$ cat config.mk
export PLATFORM = sky130hd
export DESIGN_NAME = csa_accumulator
export DESIGN_NICKNAME = d
export VERILOG_FILES = /design/src/rtl/csa_pkg.sv /design/src/rtl/csa_row.sv /design/src/rtl/csa_accumulator.sv
export SDC_FILE = /design/constraint.sdc
export NUM_CORES = 1
export LEC_CHECK = 0
export CELL_PAD_IN_SITES_DETAIL_PLACEMENT = 1
export CELL_PAD_IN_SITES_GLOBAL_PLACEMENT = 2
export CORE_ASPECT_RATIO = 1.5
export CORE_UTILIZATION = 37
export DETAILED_ROUTE_END_ITERATION = 10
export PLACE_DENSITY = 0.9
export SETUP_SLACK_MARGIN = 0.05
export SLEW_MARGIN = 40
export SYNTH_ARGS = -nofsm -noshare
export SYNTH_HDL_FRONTEND = slang
export SYNTH_SLANG_ARGS = --single-unit
$ cat constraint.sdc
create_clock -name clk -period 4.3 [get_ports clk]
set_input_delay 0.43 -clock clk [delete_from_list [all_inputs] [get_ports clk]]
set_output_delay 0.43 -clock clk [all_outputs]
set_load 0.01 [all_outputs]
$ cat src/rtl/csa_pkg.sv
// Shared types and elaboration helpers for the carry-save accumulator.
// Holds the FSM state type, resolve-cycle sizing and parameter legality checks.
package csa_pkg;

    typedef enum logic [1:0] {
        ACCUM   = 2'd0,
        RESOLVE = 2'd1,
        DONE    = 2'd2
    } state_t;

    function automatic int calc_k(input int acc_w, input int chunk);
        return acc_w / chunk;
    endfunction

    // A single-chunk resolve still needs a 1-bit index register.
    function automatic int calc_idx_w(input int acc_w, input int chunk);
        int k;
        k = acc_w / chunk;
        return (k > 1) ? $clog2(k) : 1;
    endfunction

    function automatic bit params_ok(input int width, input int acc_w, input int chunk);
        return (acc_w >= width) && (chunk > 0) && ((acc_w % chunk) == 0);
    endfunction

endpackage

$ cat src/rtl/csa_row.sv
// Combinational W-bit 3:2 compressor, one full-adder cell per bit.
// o_c is the unshifted per-bit carry; the caller applies the weight shift.
module csa_row #(
    parameter int W = 12
) (
    input  logic [W-1:0] i_a,
    input  logic [W-1:0] i_b,
    input  logic [W-1:0] i_c,
    output logic [W-1:0] o_s,
    output logic [W-1:0] o_c
);

    for (genvar g = 0; g < W; g++) begin : g_fa
        assign o_s[g] = i_a[g] ^ i_b[g] ^ i_c[g];
        assign o_c[g] = (i_a[g] & i_b[g]) | (i_a[g] & i_c[g]) | (i_b[g] & i_c[g]);
    end

endmodule

$ cat src/rtl/csa_accumulator.sv
// Streaming multi-operand accumulator: carry-save compression, then a K-cycle chunked CPA.
// Latency K cycles from the last accept to out_valid; one operand per cycle while accumulating.
module csa_accumulator
    import csa_pkg::*;
#(
    parameter int WIDTH = 8,
    parameter int ACC_W = 12,
    parameter int CHUNK = 4
) (
    input  logic             clk,
    input  logic             rst,
    input  logic             in_valid,
    output logic             in_ready,
    input  logic [WIDTH-1:0] in_data,
    input  logic             in_last,
    output logic             out_valid,
    input  logic             out_ready,
    output logic [ACC_W-1:0] out_data,
    output logic             out_ovf
);

    localparam int K     = calc_k(ACC_W, CHUNK);
    localparam int IDX_W = calc_idx_w(ACC_W, CHUNK);

    if (!params_ok(WIDTH, ACC_W, CHUNK)) begin : g_bad_params
        $error("csa_accumulator: need ACC_W >= WIDTH and ACC_W divisible by CHUNK");
    end

    state_t             r_state;
    logic [ACC_W-1:0]   r_sum;
    logic [ACC_W-1:0]   r_carry;
    logic [ACC_W-1:0]   r_result;
    logic               r_ovf;
    logic               r_cpa_c;
    logic [IDX_W-1:0]   r_idx;

    logic [ACC_W-1:0]   w_ext;
    logic [ACC_W-1:0]   w_s;
    logic [ACC_W-1:0]   w_c;
    logic               w_accept;
    logic               w_last_chunk;
    logic [CHUNK-1:0]   w_sum_chunk;
    logic [CHUNK-1:0]   w_carry_chunk;
    logic [CHUNK:0]     w_chunk_sum;

    assign w_ext = ACC_W'(in_data);

    csa_row #(.W(ACC_W)) u_row (
        .i_a (r_sum),
        .i_b (r_carry),
        .i_c (w_ext),
        .o_s (w_s),
        .o_c (w_c)
    );

    assign in_ready  = (r_state == ACCUM);
    assign out_valid = (r_state == DONE);
    assign out_data  = r_result;
    assign out_ovf   = r_ovf;

    assign w_accept      = in_valid & in_ready;
    assign w_last_chunk  = (r_idx == IDX_W'(K - 1));
    assign w_sum_chunk   = r_sum[r_idx * CHUNK +: CHUNK];
    assign w_carry_chunk = r_carry[r_idx * CHUNK +: CHUNK];
    assign w_chunk_sum   = {1'b0, w_sum_chunk} + {1'b0, w_carry_chunk} + (CHUNK + 1)'(r_cpa_c);

    always_ff @(posedge clk) begin
        if (rst) begin
            r_state  <= ACCUM;
            r_sum    <= '0;
            r_carry  <= '0;
            r_result <= '0;
            r_ovf    <= 1'b0;
            r_cpa_c  <= 1'b0;
            r_idx    <= '0;
        end else begin
            case (r_state)
                ACCUM: begin
                    if (w_accept) begin
                        r_sum   <= w_s;
                        r_carry <= w_c << 1;
                        // Carry leaving the top bit is worth 2^ACC_W: the sum has overflowed.
                        r_ovf   <= r_ovf | w_c[ACC_W-1];
                        if (in_last) begin
                            r_state <= RESOLVE;
                            r_idx   <= '0;
                            r_cpa_c <= 1'b0;
                        end
                    end
                end
                RESOLVE: begin
                    r_result[r_idx * CHUNK +: CHUNK] <= w_chunk_sum[CHUNK-1:0];
                    r_cpa_c <= w_chunk_sum[CHUNK];
                    if (w_last_chunk) begin
                        r_ovf   <= r_ovf | w_chunk_sum[CHUNK];
                        r_state <= DONE;
                    end else begin
                        r_idx <= r_idx + 1'b1;
                    end
                end
                DONE: begin
                    if (out_ready) begin
                        r_sum    <= '0;
                        r_carry  <= '0;
                        r_ovf    <= 1'b0;
                        r_result <= '0;
                        r_state  <= ACCUM;
                    end
                end
                default: r_state <= ACCUM;
            endcase
        end
    end

endmodule

==> results.txt <==
row count: 33
Layout fillers: 658
multiplexer share of the synthesized area: 3.70%
synthesized cell area: 0.00216 sq mm
Critical Path AT: 2810 ps
Seq cells post-synth: 41
Post-synth top flop: dfxtp_1
first-pass GRT wire length: 8.33 mm
Crit Path Category: register to register
Hold WS: 491 ps
die height: 95.7 um
simple-gate area share of the yosys netlist: 14.7%
initial drt markers: 56
CTS tree: yes
DR WL/cell: 15.4 um
placed wire-length estimate: 3.67 mm
Power Density: 300 mW/mm^2
Initial Utilization: 39.1%
Final min period: 2650 ps
syn_area_per_cell: 9.79 sq um
Post-synth EDFFs: 0
P&R area growth vs syn: 16.9%
Tcrit/Tclk final: 61.6%
clock power share: 31.9%
initial antenna violation count: 0
CTS buffer count: 5
Post-Synth XOR/XNOR Area: 0.810%
cell-internal power: 0.555 mW
Final Hold Vio Count: 0
CTS sink cnt: 41
gr ovfl total: 0
share of the synthesized area in the top cell type: 37.9%
WL met3: 88 um
Synth warnings: 0
Cells after Synth: 221
Post-CTS Setup Bufs: 0
endpoint class of the critical path: register
sw frac: 26.8%
VDD IR max: 0.233 mV
Req. time, crit path: 4460 ps
CTS Buffer Depth: 2
P_leak: 0.953 nW
cell taking the most area after synthesis: dfxtp_1
M1 wire length: 2.02 mm
setup repair after global routing missed its margin: no
fraction of layout cells with a size suffix above 1: 11.9%
Max Clock Freq: 378 MHz
Worst-Skew Late Latency: 290 ps
power share of the sequential group: 53.6%
Via-to-Cell Ratio: 5.34
largest net degree at the start of global routing: 42
Max Cap Viol: 0
Synth cell types: 33
# port buffers: 27
Core Region: 0.00553 sq mm
Final Cell Area: 0.00253 sq mm
classification of the worst-slack hold path: register to register
status: finished, final reports clean
H-Tree Depth: 2
post-synthesis adder-cell area fraction: 14.7%
DRT Pass-1 Iters: 4
routed wire length: 4.81 mm
vias in the first global route: 1754
io pins: 28
post_cts resized: 0
Nets: 275
Least-Margin Pin Slew: 656 ps
main combinational cell family by area after synthesis: compound AO/OA/AOI/OAI gates
clock skew: 6.01 ps
TNS Setup: 0 ps
sequential area share after synthesis: 37.9%
clock transition at the registers of the reported paths: 80 ps
vias: 1671
DP Area: 0.00245 sq mm
RePlAce Congestion: 0.790
Met2 Wirelength: 2.63 mm
gr usage total: 17.8%
worst-path maximum fanout: 14
# DRC: 0
Post-Syn Nets: 254
Synth Area in Compound Gates: 23.0%
final-report max-slew violation count: 0
Root Buffer: clkbuf_8
Die X-Extent: 64.4 um
Synth area leaders: dfxtp_1 (38%), a22oi_2 (12%), fa_1 (8.3%), nor2_1 (8.2%), ha_1 (6.4%)
Sw Pwr: 0.203 mW
Synth async-reset ratio: 0%
Final setup viols: 0
number of antenna diodes: 0
Max transition margin: 56.3%
startpoint types: register
hold_buf cts: 0
combinational share of power: 14.5%
DRT antenna net count: 0
Top Layer Used: met4
die area: 0.00616 sq mm
[flip-flops by register name, summed over array words and instances (netlist names)]
register,cells
r_cpa_c,1
r_carry,11
out_ovf,1
out_data,12
r_sum,12
r_idx,2
r_state,2
[final timing paths]
| check | from | end | slack, ps | cells past startpoint |
|---|---|---|---|---|
| max | r_idx[1] | out_ovf | 1650 | 10 |
| min | r_cpa_c | r_cpa_c | 490 | 2 |
| max reg2reg | r_idx[1] | out_ovf | 1650 | 10 |
| min reg2reg | r_cpa_c | r_cpa_c | 490 | 2 |
[power by group through the flow]
stage	combinational [mW]	sequential (mW)	clock, mW
final	0.110	0.406	0.242
after global placement	0.107	0.415	0
after detailed placement	0.111	0.416	0
after CTS	0.112	0.407	0.253
after global routing	0.123	0.409	0.266
after floorplan	0.0833	0.409	0
[cell usage in the layout (no fill, tap or decap), drive strengths merged, types with 2 or more instances in the layout]
cell type / n
a21o: 2
a21oi: 9
a22oi: 36
a31oi: 2
and2: 2
and3: 2
buf: 2
clkbuf: 8
clkdlybuf4s50: 27
dfxtp: 41
fa: 9
ha: 11
inv: 6
mux2i: 8
nand2: 8
nand2b: 3
nor2: 47
nor2b: 2
o21ai: 4
o22ai: 3
xor2: 2
[through the flow]
step | power, mW | setup WS [ps] | util (%) | instances
final | 0.758 | 1650 | 45.7 | 313
after global placement | 0.522 | 1710 | 44.3 | 305
after global routing | 0.798 | 1450 | 45.7 | 313
after floorplan | 0.493 | 2130 | - | 221
after detailed placement | 0.527 | 1630 | 44.3 | 305
after CTS | 0.771 | 1620 | 45.7 | 313
[kinds of logic after synthesis]
group | count (synthesis)
xor gates and xnor gates | 2
buffers and inverters | 21
muxes | 8
and+or+nand+nor | 71
DFF | 41
AOI/OAI and AO/OA | 58
adders and majority gates | 20
[metal layers]
metal	GRT usage [%]	vias up
met5	0	-
li1	-	822
met2	33.9	23
met4	6.11	0
met3	2.87	4
met1	19.5	822
[synthesized netlist by cell type (3+ instances only)]
| cell | n |
|---|---|
| a21oi_1 | 9 |
| a22oi_1 | 16 |
| a22oi_2 | 20 |
| buf_2 | 4 |
| buf_4 | 3 |
| clkbuf_1 | 5 |
| dfxtp_1 | 41 |
| fa_1 | 9 |
| ha_1 | 11 |
| inv_1 | 6 |
| mux2i_1 | 8 |
| nand2_1 | 8 |
| nand2b_1 | 3 |
| nor2_1 | 47 |
| o21ai_0 | 4 |
| o22ai_1 | 3 |
[worst max-delay path: stages, from the launching register on]
cell	delay, ps
dfxtp_1	690
mux2i_1	270
nor2_1	60
a31oi_1	220
fa_1	220
inv_1	50
fa_1	400
a21o_1	190
a21o_1	200
nor3_1	140
nor4_1	80
[layout make-up]
cell class	count	area, sq um	share of cell area [%]
inverter	6	22.5	0.891
clock buffer	8	80.1	3.17
timing repair buffer	29	285	11.3
multi-input combinational	159	1230	48.7
tap	70	87.6	3.46
sequential	41	821	32.5
Note: power is estimated with default switching activity, not from simulation.
